==> config.mk <==
export PLATFORM = sky130hd
export DESIGN_NAME = control_unit
export DESIGN_NICKNAME = d
export VERILOG_FILES = /design/src/rtl/control_unit_pkg.sv /design/src/rtl/control_decoder.sv /design/src/rtl/control_unit.sv
export SDC_FILE = /design/constraint.sdc
export NUM_CORES = 1
export LEC_CHECK = 0
export BUFFER_PORTS_ARGS = -buffer_cell sky130_fd_sc_hd__buf_4
export CORE_ASPECT_RATIO = 0.75
export CORE_MARGIN = 2
export CORE_UTILIZATION = 40
export CTS_CLUSTER_DIAMETER = 50
export DETAILED_ROUTE_END_ITERATION = 7
export PLACE_DENSITY = 0.68
export RECOVER_POWER = 50
export SLEW_MARGIN = 40
export SYNTH_ARGS = -nofsm -noshare
export SYNTH_HDL_FRONTEND = slang
export SYNTH_SLANG_ARGS = --single-unit
==> constraint.sdc <==
create_clock -name CLK -period 3.7 [get_ports CLK]
set_input_delay 0.555 -clock CLK [delete_from_list [all_inputs] [get_ports CLK]]
set_output_delay 0.555 -clock CLK [all_outputs]
set_load 0.1 [all_outputs]
==> src/rtl/control_unit_pkg.sv <==
// control_unit_pkg: opcodes, FSM states, RF write-source codes and instruction classes shared by control and datapath.
package control_unit_pkg;
  localparam logic [6:0] OPC_OP        = 7'b0110011;
  localparam logic [6:0] OPC_OP_32     = 7'b0111011;
  localparam logic [6:0] OPC_OP_IMM    = 7'b0010011;
  localparam logic [6:0] OPC_OP_IMM_32 = 7'b0011011;
  localparam logic [6:0] OPC_LUI       = 7'b0110111;
  localparam logic [6:0] OPC_AUIPC     = 7'b0010111;
  localparam logic [6:0] OPC_JAL       = 7'b1101111;
  localparam logic [6:0] OPC_JALR      = 7'b1100111;
  localparam logic [6:0] OPC_BRANCH    = 7'b1100011;
  localparam logic [6:0] OPC_LOAD      = 7'b0000011;
  localparam logic [6:0] OPC_STORE     = 7'b0100011;
  localparam logic [1:0] RF_MEM   = 2'b00;
  localparam logic [1:0] RF_ALU   = 2'b01;
  localparam logic [1:0] RF_PC4   = 2'b10;
  localparam logic [1:0] RF_PCIMM = 2'b11;
  typedef enum logic [2:0] {
    FETCH     = 3'd0,
    DECODE    = 3'd1,
    EXECUTE   = 3'd2,
    MEMORY    = 3'd3,
    WRITEBACK = 3'd4,
    TRAP      = 3'd5
  } state_t;
  typedef struct packed {
    logic alu_r;
    logic alu_i;
    logic auipc;
    logic jal;
    logic jalr;
    logic branch;
    logic load;
    logic store;
    logic illegal;
  } iclass_t;
endpackage

==> src/rtl/control_decoder.sv <==
// control_decoder: maps a 7-bit opcode to a one-hot instruction class.
module control_decoder
  import control_unit_pkg::*;
(
  input  logic [6:0] opcode,
  output iclass_t    cls
);
  always_comb begin
    cls = '0;
    cls.alu_r   = opcode == OPC_OP || opcode == OPC_OP_32;
    cls.alu_i   = opcode == OPC_OP_IMM || opcode == OPC_OP_IMM_32 || opcode == OPC_LUI;
    cls.auipc   = opcode == OPC_AUIPC;
    cls.jal     = opcode == OPC_JAL;
    cls.jalr    = opcode == OPC_JALR;
    cls.branch  = opcode == OPC_BRANCH;
    cls.load    = opcode == OPC_LOAD;
    cls.store   = opcode == OPC_STORE;
    cls.illegal = !(cls.alu_r || cls.alu_i || cls.auipc || cls.jal || cls.jalr ||
                    cls.branch || cls.load || cls.store);
  end
endmodule

==> src/rtl/control_unit.sv <==
// control_unit: multi-cycle FSM sequencing fetch/decode/execute/memory/writeback plus retired-instruction counter.
// Define CONTROL_UNIT_TRAP_EN to trap unsupported opcodes; otherwise they retire as NOPs.
module control_unit
  import control_unit_pkg::*;
#(
  parameter int INSTRET_W = 64
) (
  input  logic                 CLK,
  input  logic                 reset,
  input  logic [6:0]           opcode,
  output logic                 load_ir,
  output logic                 load_pc,
  output logic                 pc_next_sel,
  output logic                 pc_adder_sel,
  output logic                 WE_RF,
  output logic                 WE_MEM,
  output logic [1:0]           RF_din_sel,
  output logic                 ULA_din2_sel,
  output logic [2:0]           state,
  output logic [INSTRET_W-1:0] instret,
  output logic                 illegal
);
  state_t  st, nx;
  iclass_t cls;
  control_decoder u_dec (.opcode(opcode), .cls(cls));
  assign state = st;
  always_ff @(posedge CLK or posedge reset)
    if (reset) begin
      st      <= FETCH;
      instret <= '0;
    end else begin
      st <= nx;
      if (load_pc) instret <= instret + INSTRET_W'(1);
    end
  always_comb begin
    nx           = FETCH;
    load_ir      = 1'b0;
    load_pc      = 1'b0;
    pc_next_sel  = 1'b0;
    pc_adder_sel = 1'b0;
    WE_RF        = 1'b0;
    WE_MEM       = 1'b0;
    RF_din_sel   = RF_MEM;
    ULA_din2_sel = 1'b0;
    illegal      = 1'b0;
    unique case (st)
      FETCH: begin
        load_ir = 1'b1;
        nx      = DECODE;
      end
      DECODE: nx = EXECUTE;
      EXECUTE: begin
        WE_RF        = cls.alu_r || cls.alu_i || cls.auipc || cls.jal || cls.jalr;
        load_pc      = !(cls.load || cls.store);
        pc_next_sel  = cls.jal || cls.jalr || cls.branch;
        pc_adder_sel = cls.jalr;
        ULA_din2_sel = cls.alu_i || cls.load || cls.store;
        RF_din_sel   = cls.auipc ? RF_PCIMM : (cls.jal || cls.jalr) ? RF_PC4 :
                       (cls.alu_r || cls.alu_i) ? RF_ALU : RF_MEM;
        illegal      = cls.illegal;
        nx           = (cls.load || cls.store) ? MEMORY : FETCH;
`ifdef CONTROL_UNIT_TRAP_EN
        if (cls.illegal) begin
          load_pc = 1'b0;
          nx      = TRAP;
        end
`endif
      end
      MEMORY: begin
        ULA_din2_sel = 1'b1;
        WE_MEM       = cls.store;
        load_pc      = cls.store;
        nx           = cls.store ? FETCH : WRITEBACK;
      end
      WRITEBACK: begin
        ULA_din2_sel = 1'b1;
        WE_RF        = 1'b1;
        load_pc      = 1'b1;
        RF_din_sel   = RF_MEM;
      end
      TRAP: begin
        illegal = 1'b1;
`ifdef CONTROL_UNIT_TRAP_EN
        nx      = TRAP;
`endif
      end
      default: nx = FETCH;
    endcase
  end
endmodule
# After elaboration in Yosys (flattened, before gate mapping)
# Index checks and enable logic that the tools add are counted.
[totals]
reg_bits = 67
output_inout_bits = 77
word_cells = 53
[op_classes]
reduce_logical = 19
n_eq_ne = 16
n_mux = 15
addsub = 1
[ops]
columns = ["operator", "n"]
rows = [
  ["adder 64 x 1 -> 64 bit, second input constant", 1],
  ["equality test 7 x 6 -> 1 bit, second input constant", 4],
  ["equality test 7 x 5 -> 1 bit, second input constant", 3],
  ["equality test 7 bit, second input constant", 3],
  ["logical OR 1 bit", 15],
  ["one-hot mux 3 bit (4 select lines)", 1],
  ["two-way mux 2 bit", 4],
  ["equality test 7 x 2 -> 1 bit, second input constant", 1],
  ["equality test 3 x 2 -> 1 bit, second input constant", 2],
  ["equality test 3 bit, second input constant", 2],
  ["one-hot mux 1 bit (2 select lines)", 3],
  ["two-way mux 1 bit", 5],
  ["equality test 3 x 1 -> 1 bit, second input constant", 1],
  ["zero test 3 bit", 1],
  ["two-way mux 3 bit", 1],
  ["one-hot mux 1 bit (3 select lines)", 1],
  ["zero test 1 bit", 2],
  ["OR reduction 2 bit", 1],
]

# Logic depth before layout (Yosys ltp)
# Gate-level depths: netlist (run 1).
[logic_depth]
ltp_word = 12
depth_mapped = 9

# By module
# Synthesis (run 1) repeated with hierarchy kept, for this count alone.
[hier_totals]
hier_cells = 349
area_unflattened_um2 = 3558.4
[modules_own_cells]
columns = ["mod", "cells_per_inst", "seq_area_each_um2", "instances", "area_each_um2"]
rows = [
  ["control_unit", 328, 1676.6, 1, 3425.8],
  ["control_decoder", 21, 0.0, 1, 132.6],
]

# Least setup slack after synthesis (run 1)
# Ideal clock, no wire load.
[synth_path]
path_type = "reg2out"
from = "reg st[1], in the netlist state[1]"
to = "out pc_next_sel"
t_arrival_ns = 3.632
n_path_buf = 0
path_stages_with_launch = 4
setup_slack_ns = -0.487
path_cell_list = "dfrtp_1 nor3b_1 nand3_1 nor3_1"
[synth_via]
elab_chain_cells = 2
[synth_rtl]
columns = ["item", "line_no", "rtl"]
rows = [
  ["from (decl)", "control_unit.sv:23", "state_t st, nx;"],
  ["from (signal assigned)", "control_unit.sv:32", "st <= nx;"],
  ["equality test 3 x 2 -> 1 bit", "control_unit.sv:46", "unique case (st)"],
  ["two-way mux 1 bit", "control_unit.sv:46", ""],
  ["to (decl)", "control_unit.sv:13", "output logic pc_next_sel,"],
]
# No other way between the ends.

# Final worst setup path (run 1)
[layout_path]
from = "in opcode[3]"
to = "out load_pc"
[layout_via]
elab_chain_cells = 4
[layout_rtl]
columns = ["item", "line_no", "rtl"]
rows = [
  ["from (decl)", "control_unit.sv:10", "input logic [6:0] opcode,"],
  ["equality test 7 x 2 -> 1 bit or equality test 7 x 6 -> 1 bit (tied branches)", "control_decoder.sv:16, control_decoder.sv:17", ""],
  ["logical OR 1 bit", "control_unit.sv:54", "load_pc = !(cls.load || cls.store);"],
  ["zero test 1 bit", "control_unit.sv:54", ""],
  ["one-hot mux 1 bit (3 select lines) *", "control_unit.sv:46", ""],
  ["to (decl)", "control_unit.sv:12", "output logic load_pc,"],
]
# Every way passes the cells marked *; elsewhere a longest branch is shown, timed or not.

==> results of run 1 <==
==> registers in the layout, indices dropped and copies added, names as in the netlist <==
register	count
state	3
instret	64
==> per-stage QoR <==
step,cells,setup WS (ps)
floorplan,325,29.04
global placement,516,722.2
detailed placement,516,638.2
CTS,532,874.4
global route,532,672.8
finish,532,834.3
==> placed cells by master (no fill, tap or decap), drive strengths merged, types with 6 or more instances in the layout <==
cell type,count
inv,15
nor3,12
buf,50
nor2,35
xor2,26
a21oi,6
nand4,14
clkbuf,49
nand2,33
dfrtp,67
nor4,6
nand3,27
xnor2,37
==> cell type report <==
type	count	area, µm²	area share [%]
clock buffers	10	127.6	3.073
clock inverters	6	88.84	2.139
inverters	16	65.06	1.567
multi-input cells	239	1538	37.03
flip-flops and latches	67	1677	40.37
well taps	105	131.4	3.164
repair buffers	89	525.5	12.65
==> per-layer routing <==
layer  wire length [µm]  global-route usage (%)  part of all wire (%)  up-vias
met4                 97                   5.769                   1.3        0
li1                   -                       -                     -     1315
met2               3286                   26.00                    44       61
met1               3757                   26.32                    50     1278
met5                  0                       0                     0        -
met3                346                   4.239                   4.6        8
==> worst max-delay path by stage <==
stage | from | end | slack [ps] | depth (start not counted)
floorplan | state[0] | load_ir | 30 | 2
global placement | opcode[3] | instret[52] | 720 | 8
detailed placement | opcode[3] | instret[52] | 640 | 8
CTS | state[2] | load_pc | 870 | 4
global route | opcode[3] | instret[37] | 670 | 7
finish | opcode[3] | load_pc | 830 | 5
==> power breakdown <==
part	internal [mW]	total (mW)	switching [mW]
registers	0.779	0.850	0.0709
clock network	0.381	0.659	0.279
logic	0.152	0.818	0.666
==> cell families (layout without fill, tap and decap cells) <==
family | count (synthesis) | count (layout)
buffers and inverters | 19 | 121
XOR/XNOR | 63 | 63
AO/OA/AOI/OAI | 19 | 19
AND/OR/NAND/NOR | 155 | 155
multiplexers | 1 | 1
adder cells (fa/ha/maj) | 1 | 1
flip-flops | 67 | 67
==> results.toml, run 1 <==
[run_status]
status = "complete, but fails checks"
violations = "max-capacitance violations, max-slew violations"

[timing]
period_share_pct = 77.45
fin_setup_tns_ps = 0
finalSetupViolations = 0
skew_ps = 8.999
whs_ps = 476.7
slew_viol_final = 52
period_minus_slack_ps = 2866
max_slew_margin_pct = -48.75
rsz0062_at_grt = "no"
max_freq_mhz = 349.0
worst_slew_pin_slew_ps = 2219
hold_viol_final = 0

[min_path]
hold_path_end = "instret[63]"
hold_depth = 1
hp-start = "instret[63]"
min_path_type = "register to register"

[worst_setup_path]
rr_startpoint = "state[2]"
crit_type = "primary input to output pin"
cp-end-kind = "output pin"
cp.arrival_ps = 2310
cp_num_buf_inv = 2
r2r_setup_slack_ps = 980
slowest_stage = "or4b_1"
crit_chain = "clkbuf_1, nand4bb_1, or4b_1, nand3_1, buf_4"
cpPeakStageDelay_ps = 720
rr_endpoint = "instret[52]"
worstSetupStartpointType = "primary input"
cp_top_family = "simple AND/OR/NAND/NOR gates"
crit_path_max_fanout = 7
reg2reg_depth = 7
required_ps = 3140

[clocking]
cts_sinks = 67
clock_path_buffers = 2
ctsHoldBuffers = 0
htreeDepth = 3
cts_made_buffers = 9
cts_resized = 0
cts.clk_slew.worst_paths_ps = 80
clkLatencyLatePin_ps = 340
clock-root-buffer = "clkbuf_8"
cts_tree = "built"
post-cts-setup-buffer-count = 0

[global_route]
grt_max_degree = 52
grt_antenna_before_repair = 0
grt_overflow_total = 0
grt_usage_pct = 17.91
grt_pass1_vias = 2469
grt_pass1_wl_um = 12360

[synth]
yosysMostFrequentCell = "dfrtp_1"
netlist_top_cells_area = "dfrtp_1 51%, xnor2_1 9.9%, xor2_1 6.9%"
syn_area_mm2 = 0.003288
synth_fa_ha_area_share_pct = 0.3805
synth_flop_cell = "dfrtp_1"
async_flop_share_pct = 100.0
ys_types = 39
yosysWarnings = 0
synth_compound_area_share_pct = 4.642
syn-mean-instance-area_um2 = 10.12
synth_xor_xnor_area_share_pct = 16.78
synth_top_area_share_pct = 50.99
synth_nets = 335
ys_top_cells_by_count = "67 x dfrtp_1, 37 x xnor2_1, 35 x nor2_1"
ys_seq_elements = 67
seq_area_frac_synth_pct = 50.99
yosys.area_share.simple_pct = 24.62
synth_mux_area_share_pct = 0.3425
syn_inst = 325
synth_top_family_by_area = "simple AND/OR/NAND/NOR gates"
synth_area_leader_cell = "dfrtp_1"
synth_edf_count = 0

[place]
place_congestion = 0.8014
io_buffer_count = 85
place_area_mm2 = 0.004096
dpl.hpwl_um = 5657

[pwr]
power_mw = 2.327
ir_drop_mv = 0.4725
powerDensity_mw_per_mm2 = 560.3
p_leak_nw = 1.785

[routing]
drt-vias-per-instance = 5.004
drc = 0
drt_iter0_drc = 118
vias = 2662
drt-total-wl_um = 7488
ant_nets = 0
wl_per_cell_um = 14.08
dr.pass1.iters = 4

[cells_and_area]
utilization_pct = 52.45
final_cell_area_mm2 = 0.004153
drive_gt1_share_pct = 18.27
fill_cells = 804
syn2layout_area_growth_pct = 26.29
layout.nets = 432
antenna_cells = 0

[floorplanning]
core_mm2 = 0.007918
start_util_pct = 41.53
die_area_mm2 = 0.008969
die_h_um = 82.52
fp.dieW_um = 108.7
num_io_pins = 86
row_count = 28

[job]
max_cap_viol_count = 1
Note: power is estimated with default switching activity, not from simulation.
==> inputs of run 2 (changes only) <==
--- a/config.mk
+++ b/config.mk
@@ -11,7 +11,7 @@
 export CORE_UTILIZATION = 40
 export CTS_CLUSTER_DIAMETER = 50
 export DETAILED_ROUTE_END_ITERATION = 7
-export PLACE_DENSITY = 0.68
+export PLACE_DENSITY = 0.71
 export RECOVER_POWER = 50
 export SLEW_MARGIN = 40
 export SYNTH_ARGS = -nofsm -noshare
==> constraint.sdc (replaced) <==
create_clock -name CLK -period 2.36 [get_ports CLK]
set_input_delay 0.354 -clock CLK [delete_from_list [all_inputs] [get_ports CLK]]
set_output_delay 0.354 -clock CLK [all_outputs]
set_load 0.1 [all_outputs]
==> run 2 against run 1 <==
Against the previous run: worst hold slack worse by 230 ps; register-to-register slack got worse by 1000 ps; clock-buffer cell count unchanged; cell count rose by 9.2%; the flow finishes with violations (negative setup slack); largest power group is now combinational cells; combinational power up 91%; clock skew up 7.8 ps; sequential share of layout area is 6.0 points lower; flip-flop and latch count unchanged.
==> results.toml, run 2 (synthesized netlist as in run 1, its figures left out) <==
[global_route]
grt_usage_pct = 19.71
grt_max_degree = 42
grt_pass1_wl_um = 13560
grt_antenna_before_repair = 0
grt_overflow_total = 0
grt_pass1_vias = 2768

[timing]
max_freq_mhz = 420.1
period_minus_slack_ps = 2380
period_share_pct = 100.9
rsz0062_at_grt = "yes"
slew_viol_final = 0
hold_viol_final = 0
finalSetupViolations = 5
max_slew_margin_pct = 31.05
skew_ps = 16.84
worst_slew_pin_slew_ps = 1033
whs_ps = 247.7
setup_ws_ps = -20.41

[place]
place_congestion = 0.7993
dpl.hpwl_um = 6401
io_buffer_count = 85

[clocking]
cts_sinks = 67
clock_path_buffers = 2
cts.clk_slew.worst_paths_ps = 80
cts_tree = "built"
cts_made_buffers = 9
clkLatencyLatePin_ps = 350
ctsHoldBuffers = 0
htreeDepth = 3
clock-root-buffer = "clkbuf_8"

[routing]
wl_per_cell_um = 14.92
dr.pass1.iters = 4
drt_iter0_drc = 110
ant_nets = 0
drc = 0
drt-vias-per-instance = 5.096
drt-total-wl_um = 8670
vias = 2961

[cells_and_area]
antenna_cells = 0
largest_register_ffs = 64
utilization_pct = 62.03
drive_gt1_share_pct = 42.02
syn2layout_area_growth_pct = 49.35
top_register = "instret"
final_common_cell = "buf_4"
fill_cells = 663
final_cell_mix = "125 x buf_4, 59 x dfrtp_1, 37 x xnor2_1"
layout.nets = 481

[floorplanning]
start_util_pct = 41.53
fp.dieW_um = 108.7
num_io_pins = 86
die_area_mm2 = 0.008969
core_mm2 = 0.007918
row_count = 28
die_h_um = 82.52

[pwr]
ir_drop_mv = 0.6137
powerDensity_mw_per_mm2 = 775.5
p_leak_nw = 2.251

[run_status]
status = "complete, but fails checks"
violations = "negative setup slack"

[min_path]
min_path_type = "primary input to asynchronous set/reset pin"

[worst_setup_path]
crit_type = "register to register"
crit_path_max_fanout = 5
required_ps = 2620
cp.arrival_ps = 2640
worstSetupStartpointType = "register"
cp-end-kind = "register"

[job]
max_cap_viol_count = 0
## run 2: cell types whose count changed in the layout (fill, tap and decap cells not counted), sizes merged
| cell | previous run | this run |
|---|---|---|
| buf | 50 | 136 |
| clkbuf | 49 | 12 |
| bufinv | 2 | 1 |
| clkinv | 1 | 2 |
| clkinvlp | 4 | 3 |
| inv | 15 | 16 |
## run 2: cell type report
cell class                      instances  area (µm²)  area share (%)
Clock buffer                           10       127.6           2.599
Clock inverter                          6       63.81           1.299
Sequential cell                        67        1687           34.34
Inverter                               16       63.81           1.299
Tap cell                              105       131.4           2.675
Timing Repair Buffer                  138        1119           22.78
Multi-Input combinational cell        239        1719           35.01
## run 2: report_power, final
group / switching (mW) / total (mW) / leakage [nW] / internal [mW]
combinational: 1.14 / 1.56 / 1.31 / 0.419
sequential: 0.0865 / 1.32 / 0.853 / 1.23
clock: 0.444 / 0.932 / 0.0927 / 0.488
## run 2: critical path: stages, from the launching register on
cell      delay [ps]
dfrtp_2          410
nand3b_1         200
or4b_4           550
buf_6            150
a31o_2           270
or3_4            400
nor3_4           140
xor2_1           180
## run 2: timing repair
item | CTS | global route
pin swaps | 0 | 5
setup endpoints to repair | 17 | 28
setup buffers | 1 | 6
endpoints found under the hold margin | 0 | 0
gates resized for setup | 17 | 27
## run 2: worst paths after layout
kind,slack (ps),from,end,depth (start not counted)
max in group asynchronous,470,reset,state[2],3
min reg2reg,470,instret[63],instret[63],1
min in group CLK,450,opcode[4],state[2],4
max,-20,state[2],instret[31],7
max reg2reg,-20,state[2],instret[31],7
min,250,reset,instret[60],2
## run 2: metrics by stage
| step | cell area (µm²) | setup TNS [ps] | total power [mW] | instances | worst slack [ps] |
|---|---|---|---|---|---|
| final | 4911 | -42.41 | 3.809 | 581 | -20.41 |
| after global routing | 4911 | -874.8 | 3.966 | 581 | -90.99 |
| after CTS | 4767 | -1.351 | 3.787 | 575 | -1.351 |
| after detailed placement | 4499 | -4446 | 2.803 | 558 | -293.5 |
| after global placement | 4499 | -2226 | 2.782 | 558 | -198.1 |
| after floorplan | 3398 | -21000 | 2.439 | 325 | -555.4 |
## run 2: layer usage
metal / wire, µm / up-vias / global-route usage [%]
met3: 506 / 2 / 5.495
met2: 4274 / 86 / 31.69
met1: 3856 / 1465 / 26.98
li1: - / 1408 / -
met5: 0 / - / 0
met4: 33 / 0 / 3.718
